`config.mk`:
```
export PLATFORM = sky130hd
export DESIGN_NAME = exe_hazard_ctrl
export DESIGN_NICKNAME = d
export VERILOG_FILES = /design/src/rtl/exe_hazard_ctrl.sv
export SDC_FILE = /design/constraint.sdc
export NUM_CORES = 1
export LEC_CHECK = 0
export CORE_MARGIN = 2
export CORE_UTILIZATION = 46
export CTS_BUF_LIST = sky130_fd_sc_hd__clkbuf_16
export CTS_CLUSTER_DIAMETER = 50
export DETAILED_ROUTE_END_ITERATION = 10
export HOLD_SLACK_MARGIN = 0.06
export PLACE_DENSITY = 0.8
export SLEW_MARGIN = 40
export SYNTH_ARGS = -nofsm -noshare
export SYNTH_HDL_FRONTEND = slang
export SYNTH_SLANG_ARGS = --single-unit
```
`constraint.sdc`:
```
create_clock -name clk -period 2.9 [get_ports clk]
set_input_delay 0.58 -clock clk [delete_from_list [all_inputs] [get_ports clk]]
set_output_delay 0.58 -clock clk [all_outputs]
set_load 0.01 [all_outputs]
```
`src/rtl/exe_hazard_ctrl.sv`:
```
// EXE-stage hazard sequencer: load-use stalls, taken-branch flushes and multi-cycle mul holds,
// plus saturating stall/flush event counters.
module exe_hazard_ctrl #(
  parameter int MUL_LAT = 4,
  parameter int CNT_W   = 16
) (
  input  logic             clk,
  input  logic             clrn,
  input  logic [4:0]       id_rs,
  input  logic [4:0]       id_rt,
  input  logic             id_use_rs,
  input  logic             id_use_rt,
  input  logic             exe_wreg,
  input  logic             exe_m2reg,
  input  logic [4:0]       exe_d,
  input  logic             exe_mul,
  input  logic             exe_condition_jmp,
  output logic             wpcir,
  output logic             ide_en,
  output logic             bubble,
  output logic             exe_bubble,
  output logic             flush_ifid,
  output logic [CNT_W-1:0] stall_cycles,
  output logic [CNT_W-1:0] flush_count
);

  localparam int CW = (MUL_LAT > 2) ? $clog2(MUL_LAT) : 1;
  // The RUN cycle and the final MUL_WAIT cycle are each one stall, so the
  // counter covers only the MUL_WAIT cycles in between (MUL_LAT-1 stalls total).
  localparam logic [CW-1:0] CNT_LOAD = (MUL_LAT > 2) ? CW'(MUL_LAT - 3) : '0;
  localparam logic          MUL_EN   = 1'(MUL_LAT > 1);
  localparam logic          MUL_LONG = 1'(MUL_LAT > 2);

  typedef enum logic [1:0] {RUN = 2'd0, MUL_WAIT = 2'd1, DONE = 2'd2} state_t;

  state_t        state, state_nxt;
  logic [CW-1:0] cnt, cnt_nxt;
  logic          lu_haz;
  logic          mul_go;

  function automatic logic [CNT_W-1:0] sat_inc(input logic [CNT_W-1:0] v, input logic en);
    if (en && (v != '1)) return v + 1'b1;
    return v;
  endfunction

  assign lu_haz = exe_m2reg & exe_wreg & (exe_d != 5'd0) &
                  ((id_use_rs & (id_rs == exe_d)) | (id_use_rt & (id_rt == exe_d)));
  assign mul_go = exe_mul & MUL_EN;

  always_ff @(posedge clk or negedge clrn) begin
    if (!clrn) begin
      state <= RUN;
      cnt   <= '0;
    end else begin
      state <= state_nxt;
      cnt   <= cnt_nxt;
    end
  end

  always_comb begin
    state_nxt = state;
    cnt_nxt   = cnt;
    case (state)
      RUN: begin
        if (!exe_condition_jmp && mul_go) begin
          if (MUL_LONG) begin
            state_nxt = MUL_WAIT;
            cnt_nxt   = CNT_LOAD;
          end else begin
            state_nxt = DONE;
          end
        end
      end
      MUL_WAIT: begin
        if (cnt == '0) state_nxt = DONE;
        else           cnt_nxt   = cnt - 1'b1;
      end
      DONE:    state_nxt = RUN;
      default: state_nxt = RUN;
    endcase
  end

  // Outputs fall back to free-flow values while clrn is low, independent of the clock.
  always_comb begin
    wpcir      = 1'b1;
    ide_en     = 1'b1;
    bubble     = 1'b0;
    exe_bubble = 1'b0;
    flush_ifid = 1'b0;
    if (clrn) begin
      if (state == MUL_WAIT) begin
        wpcir      = 1'b0;
        ide_en     = 1'b0;
        exe_bubble = 1'b1;
      end else if (exe_condition_jmp) begin
        flush_ifid = 1'b1;
        bubble     = 1'b1;
      end else if ((state == RUN) && mul_go) begin
        wpcir      = 1'b0;
        ide_en     = 1'b0;
        exe_bubble = 1'b1;
      end else if (lu_haz) begin
        wpcir  = 1'b0;
        bubble = 1'b1;
      end
    end
  end

  always_ff @(posedge clk or negedge clrn) begin
    if (!clrn) begin
      stall_cycles <= '0;
      flush_count  <= '0;
    end else begin
      stall_cycles <= sat_inc(stall_cycles, ~wpcir);
      flush_count  <= sat_inc(flush_count, flush_ifid);
    end
  end

endmodule

```
## Yosys cells after proc, flatten, opt, wreduce, memory -nomap -nowiden

Index checks and enable logic that the tools add are counted.

| word-level totals | value |
|---|---|
| register bits after elaboration | 36 |
| word-level logic and storage cells | 63 |
| output and inout bits | 37 |
| bits of input ports | 23 |

| operators by class | value |
|---|---|
| add/sub/neg operators | 3 |
| equal/unequal tests | 8 |
| bitwise logic cells | 7 |
| mux-type cells | 30 |
| reductions and logical operators | 11 |

Operator list:

| operator | number |
|---|---|
| adder 16 x 1 -> 16 bit, second input constant | 2 |
| two-way mux 16 bit | 2 |
| inequality test 16 bit, second input constant | 2 |
| two-way mux 1 bit | 23 |
| == test 5 bit | 2 |
| case mux 2 bit (2 select lines) | 2 |
| two-way mux 2 bit | 3 |
| inequality test 2 bit, second input constant | 3 |
| bitwise AND 1 bit | 5 |
| nonzero test 5 bit | 1 |
| logical AND 1 bit | 4 |
| logical NOT 2 bit | 2 |
| AND reduction 3 bit | 1 |
| == test 2 x 1 -> 1 bit, second input constant | 1 |
| AND reduction 2 bit | 1 |
| nonzero test 2 bit | 1 |
| subtractor 2 x 1 -> 2 bit, second input constant | 1 |
| logical NOT 1 bit | 1 |
| inverter 1 bit | 1 |
| bitwise OR 1 bit | 1 |

## Logic depth before layout (Yosys ltp)

Gate-level depths: netlist of run 1.

| depth | value |
|---|---|
| depth after elaboration | 12 |
| gate-level depth with buffers | 9 |
| mapped depth without buffers | 8 |

## Least setup slack after synthesis of run 1

No wires, ideal clock.

| timing path | value |
|---|---|
| kind | in2reg |
| start | input port exe_d[0] |
| end | register stall_cycles[13] |
| arrival | 2.034 ns |
| stages | 7 |
| data required time | 2.762 ns |
| setup slack | 0.728 ns |
| path buffers | 1 |
| setup time | 0.138 ns |
| cells stage by stage | or3_1 > o311a_2 > a41oi_4 > a31o_1 > buf_6 > nor4_1 > xor2_1 |

| on the way | value |
|---|---|
| word-level cells in the longest chain between the ends | 12 |

Ends and longest elaborated chain:

| item | RTL line | RTL |
|---|---|---|
| from (decl) | 15 | `input logic [4:0] exe_d,` |
| == test 5 bit | 47 | `((id_use_rs & (id_rs == exe_d)) \| (id_use_rt & (id_rt == exe_d)));` |
| bitwise AND 1 bit | 47 |  |
| bitwise OR 1 bit | 47 |  |
| bitwise AND 1 bit (*) | 46 | `assign lu_haz = exe_m2reg & exe_wreg & (exe_d != 5'd0) &` |
| two-way mux 1 bit (*) | 102 | `end else if (lu_haz) begin` |
| two-way mux 1 bit (*) | 98 | `end else if ((state == RUN) && mul_go) begin` |
| two-way mux 1 bit (*) | 95 | `end else if (exe_condition_jmp) begin` |
| two-way mux 1 bit (*) | 91 | `if (state == MUL_WAIT) begin` |
| two-way mux 1 bit (*) | 90 | `if (clrn) begin` |
| net wpcir | 18 | `output logic wpcir,` |
| inverter 1 bit (*) | 114 | `stall_cycles <= sat_inc(stall_cycles, ~wpcir);` |
| logical AND 1 bit (*) | 42 | `if (en && (v != '1)) return v + 1'b1;` |
| two-way mux 1 bit (*) | 42 |  |
| to (signal assigned) | 114 |  |
| to (decl) | 23 | `output logic [CNT_W-1:0] stall_cycles,` |

Mark *: on every way through the listed nets, which the timed path passes. The rest lies on a longest branch.
A chain may end at the register's enable or synchronous reset.

## Final worst setup path of run 1

| timing path | value |
|---|---|
| start | input port exe_d[1] |
| end | output port wpcir |

| on the way | value |
|---|---|
| word-level cells in the longest chain between the ends | 9 |

Ends and longest elaborated chain:

| item | RTL line |
|---|---|
| == test 5 bit | 47 |
| bitwise AND 1 bit | 47 |
| bitwise OR 1 bit | 47 |
| bitwise AND 1 bit (*) | 46 |
| two-way mux 1 bit (*) | 102 |
| two-way mux 1 bit (*) | 98 |
| two-way mux 1 bit (*) | 95 |
| two-way mux 1 bit (*) | 91 |
| two-way mux 1 bit (*) | 90 |
| to (decl) | 18 |

Mark *: on every way between the ends. The rest lies on a longest branch, timed or not.

==> run_summary.xml, run 1 <==
<?xml version="1.0" encoding="UTF-8"?>
<metrics>
  <group name="sta">
    <metric name="worst_clock_skew" unit="ns">0.002951</metric>
    <metric name="setup_violations" unit="">0</metric>
    <metric name="fin_crit" unit="ns">2.822</metric>
    <metric name="finalMaxSlewViolations" unit="">0</metric>
    <metric name="fin_ws" unit="ns">0.07817</metric>
    <metric name="hold_viol_final" unit="">0</metric>
    <metric name="tightest_slew" unit="ns">0.5431</metric>
    <metric name="fin_crit_sh" unit="">0.9730</metric>
    <metric name="grt_setup_unrepaired" unit="">false</metric>
    <metric name="timing.fmax" unit="GHz">0.3544</metric>
    <metric name="totalNegativeSetupSlack" unit="ns">0</metric>
    <metric name="slew_headroom" unit="">0.6349</metric>
  </group>
  <group name="critical_path">
    <metric name="timing.critical_path.required" unit="ns">2.32</metric>
    <metric name="timing.critical_path.arrival" unit="ns">2.24</metric>
    <metric name="critPathCaptureType" unit="">output pin</metric>
    <metric name="crit_chain" unit="">clkdlybuf4s50_1, or3_1, o311a_2, a41oi_4, clkdlybuf4s15_1</metric>
    <metric name="critPathMaxFanout" unit="">2</metric>
    <metric name="critical_path.slowest_cell" unit="">sky130_fd_sc_hd__clkdlybuf4s50_1</metric>
    <metric name="timing.setup.critical_path_class" unit="">in -&gt; out</metric>
    <metric name="setup.worst_path.start_class" unit="">input port</metric>
    <metric name="worst_path_largest_cell_delay" unit="ns">0.42</metric>
  </group>
  <group name="die">
    <metric name="die_width" unit="um">67.02</metric>
    <metric name="number_of_rows_created_at_floorplan" unit="">22</metric>
    <metric name="floorplan.initialDensity" unit="">0.4880</metric>
    <metric name="floorplan.core_area" unit="mm2">0.003744</metric>
    <metric name="floorplan.io_pins" unit="">60</metric>
    <metric name="dieHeight" unit="um">67.02</metric>
    <metric name="full_die_area" unit="mm2">0.004491</metric>
  </group>
  <group name="flow_run">
    <metric name="max-cap-violations" unit="">0</metric>
  </group>
  <group name="placed_design">
    <metric name="detailed_place_hpwl" unit="um">3152</metric>
    <metric name="post-place-ws" unit="ns">-0.3067</metric>
    <metric name="io_buffers" unit="">59</metric>
    <metric name="place.gp.congestion" unit="">0.7874</metric>
    <metric name="placed_area" unit="mm2">0.002529</metric>
  </group>
  <group name="detailed_routing">
    <metric name="detail_route.wl_per_cell" unit="um">13.68</metric>
    <metric name="drt_iter0_drc" unit="">68</metric>
    <metric name="drt_pass1_iterations" unit="">4</metric>
    <metric name="route.met2.wl" unit="um">1922</metric>
    <metric name="met3_length" unit="um">391</metric>
    <metric name="detailroute.via_count" unit="">1567</metric>
    <metric name="route.final.wire_length" unit="um">4131</metric>
    <metric name="detail_route.wirelength.met1" unit="um">1765</metric>
    <metric name="detail_route.drc_violations" unit="">0</metric>
    <metric name="antenna_violating_nets_post_route" unit="">0</metric>
    <metric name="avgViaCountPerCell" unit="">5.189</metric>
    <metric name="highest-signal-layer" unit="">met4</metric>
  </group>
  <group name="worst_hold_path">
    <metric name="worstHoldPathType" unit="">in -&gt; async</metric>
  </group>
  <group name="clock_network">
    <metric name="cts_hold_buffers" unit="">0</metric>
    <metric name="root_buffer" unit="">sky130_fd_sc_hd__clkbuf_16</metric>
    <metric name="cts-buffers-inserted" unit="">5</metric>
    <metric name="cts_h_tree_lvls" unit="">2</metric>
    <metric name="cts_tree" unit="">done</metric>
    <metric name="cts.clk_slew.worst_paths" unit="ns">0.05</metric>
    <metric name="ctsLongestPathBuffers" unit="">2</metric>
    <metric name="numClockSinks" unit="">36</metric>
    <metric name="clk_latency" unit="ns">0.27</metric>
    <metric name="post-cts-setup-buffer-count" unit="">0</metric>
  </group>
  <group name="synth">
    <metric name="post-synth-top-area-fraction" unit="">0.4932</metric>
    <metric name="post_synth_instance_area" unit="mm2">0.001827</metric>
    <metric name="synth_cells" unit="">179</metric>
    <metric name="syn_nets" unit="">205</metric>
    <metric name="synth.top_cells.by_area" unit="">sky130_fd_sc_hd__dfrtp_1 49%, sky130_fd_sc_hd__xnor2_1 14%, sky130_fd_sc_hd__xor2_1 4.8%, sky130_fd_sc_hd__nand2_1 4.5%, sky130_fd_sc_hd__nand3_1 3.3%</metric>
    <metric name="synth_sequential_area_ratio" unit="">0.4932</metric>
    <metric name="yosys_register_bits" unit="">36</metric>
    <metric name="synth_common_cells" unit="">36 x sky130_fd_sc_hd__dfrtp_1, 29 x sky130_fd_sc_hd__xnor2_1, 22 x sky130_fd_sc_hd__nand2_1</metric>
    <metric name="asyncSetResetFlopFracSynth" unit="">1.000</metric>
    <metric name="synth_largest_area_cell" unit="">sky130_fd_sc_hd__dfrtp_1</metric>
    <metric name="syn_area_per_cell" unit="um2">10.21</metric>
    <metric name="synth_edf_count" unit="">0</metric>
    <metric name="yosys_most_used_dff" unit="">sky130_fd_sc_hd__dfrtp_1</metric>
    <metric name="netlist-cell-type-count" unit="">28</metric>
    <metric name="yosys.cell_count.top_type" unit="">sky130_fd_sc_hd__dfrtp_1</metric>
    <metric name="yosysWarningCount" unit="">0</metric>
  </group>
  <group name="pwr">
    <metric name="power_switching_share" unit="">0.3134</metric>
    <metric name="internal_power_of_the_cells" unit="uW">1241</metric>
    <metric name="switching_power" unit="uW">566.6</metric>
    <metric name="total_power" unit="uW">1808</metric>
    <metric name="combPwrFrac" unit="">0.334</metric>
    <metric name="pwrdens" unit="mW/mm2">677.4</metric>
    <metric name="share_seq_of_total_power" unit="">0.402</metric>
    <metric name="power.ir.vdd_worst" unit="uV">777.1</metric>
    <metric name="power.share.clock" unit="">0.264</metric>
    <metric name="static_leakage" unit="uW">0.001148</metric>
  </group>
  <group name="finish">
    <metric name="design.final.nets" unit="">279</metric>
    <metric name="synthToLayoutAreaGrowth" unit="%">46.10</metric>
    <metric name="seq_area" unit="um2">900.9</metric>
    <metric name="diodes_inserted" unit="">0</metric>
    <metric name="multi_input_gate_area" unit="um2">887.1</metric>
    <metric name="layout.core_utilization" unit="">0.7129</metric>
    <metric name="layout.filler_cells" unit="">291</metric>
    <metric name="post_route_cells_drive_above_1_share" unit="">0.08661</metric>
    <metric name="layout.cell_area.non_filler" unit="mm2">0.002669</metric>
  </group>
  <group name="global_routing">
    <metric name="grt_remaining_overflow" unit="">0</metric>
    <metric name="grtUsageTotal" unit="">0.1998</metric>
    <metric name="grt_first_pass_wirelength" unit="um">6706</metric>
    <metric name="grt_pass1_vias" unit="">1481</metric>
    <metric name="grt_max_degree" unit="">36</metric>
    <metric name="initial_antenna_violation_count" unit="">0</metric>
  </group>
  <group name="run_status">
    <metric name="run_status" unit="">complete, no violations</metric>
  </group>
</metrics>
-- final cells by class --
cell class                 instances  share of cell area
inverter                          10             0.01406
clock buffer                       5             0.04688
multi-input combinational        132              0.3324
sequential                        36              0.3376
timing repair buffer              68              0.2424
tap                               48             0.02250
clock inverter                     3            0.004219
-- cell usage in the layout, fill, tap and decap left out --
cell type,count
sky130_fd_sc_hd__a41oi_4,1
sky130_fd_sc_hd__clkbuf_2,1
sky130_fd_sc_hd__nand2_1,22
sky130_fd_sc_hd__o22ai_2,1
sky130_fd_sc_hd__and2_1,2
sky130_fd_sc_hd__nand3_1,12
sky130_fd_sc_hd__or3_1,1
sky130_fd_sc_hd__nor3_1,7
sky130_fd_sc_hd__nor2_1,9
sky130_fd_sc_hd__nand2b_1,2
sky130_fd_sc_hd__clkdlybuf4s50_1,55
sky130_fd_sc_hd__nand4_1,8
sky130_fd_sc_hd__o21ai_1,1
sky130_fd_sc_hd__inv_1,12
sky130_fd_sc_hd__clkinv_1,1
sky130_fd_sc_hd__nor4_2,2
sky130_fd_sc_hd__xor2_1,10
sky130_fd_sc_hd__o32ai_1,1
sky130_fd_sc_hd__buf_4,9
sky130_fd_sc_hd__nor3b_1,1
sky130_fd_sc_hd__ha_1,3
sky130_fd_sc_hd__dfrtp_1,36
sky130_fd_sc_hd__xnor2_1,29
sky130_fd_sc_hd__dlygate4sd2_1,1
sky130_fd_sc_hd__nor2b_1,1
sky130_fd_sc_hd__clkdlybuf4s15_1,1
sky130_fd_sc_hd__a21oi_2,1
sky130_fd_sc_hd__and3_1,9
sky130_fd_sc_hd__o311a_2,1
sky130_fd_sc_hd__a31oi_1,1
sky130_fd_sc_hd__nor4_1,1
sky130_fd_sc_hd__clkbuf_16,5
sky130_fd_sc_hd__o21ai_0,3
sky130_fd_sc_hd__a21oi_1,2
sky130_fd_sc_hd__a31o_1,1
sky130_fd_sc_hd__buf_2,1
-- cell families after synthesis --
| group | count (synthesis) | share of synthesized area |
|---|---|---|
| buffers and inverters | 11 | 0.02671 |
| AOI/OAI and AO/OA | 13 | 0.06027 |
| DFF | 36 | 0.4931 |
| and+or+nand+nor | 77 | 0.2123 |
| xor gates and xnor gates | 39 | 0.1870 |
| adders and majority gates | 3 | 0.02055 |
-- critical path: cells and delay by family --
kind            cells  cell delay, ns
buf+inv             2            0.68
compound gates      2            0.61
simple gates        1            0.36
-- per-layer routing --
| metal | GRT usage | up-vias |
|---|---|---|
| li1 | - | 760 |
| met4 | 0.07653 | 0 |
| met2 | 0.3106 | 58 |
| met5 | 0 | - |
| met1 | 0.2666 | 743 |
| met3 | 0.05068 | 6 |
-- power by group through the flow --
stage / Sequential, uW / Combinational [uW] / Clock (uW)
after floorplan: 746 / 270 / 0
after global placement: 730 / 594 / 0
after detailed placement: 734 / 611 / 0
after CTS: 728 / 611 / 487
after global routing: 744 / 670 / 519
final: 727 / 604 / 477
-- path summary, 6_finish.rpt --
path                                   end             from  cells past startpoint  slack [ns]
max                                  wpcir         exe_d[1]                      5        0.08
min                               state[1]             clrn                      1        0.13
max reg2reg                flush_count[13]   flush_count[0]                      8        0.73
min reg2reg                flush_count[10]  flush_count[10]                      1        0.49
max in group asynchronous  stall_cycles[8]             clrn                      2        2.14
min in group clk           flush_count[10]  flush_count[10]                      1        0.49
-- registers in the layout (all words and copies together), names as in the netlist --
register and flops:
stall_cycles 16, cnt 2, flush_count 16, state 2
-- timing repair --
item	CTS	global route
resized for setup	5	3
setup endpoints to repair	2	2
pin swaps	0	0
cloned	0	0
-- through the flow --
step | hold slack, ns | instances
finish | 0.1292 | 302
floorplan | 0.2844 | 179
CTS | 0.1230 | 302
detailed placement | 0.4079 | 294
global placement | 0.4088 | 294
global route | 0.1224 | 302
(Power assumes the default switching activity.)
==> run 2: changes to the inputs <==
CAP_MARGIN = 20   (was default)
==> results of run 2 <==
No change in the layout: final DEF, timing and power equal those of run 1.
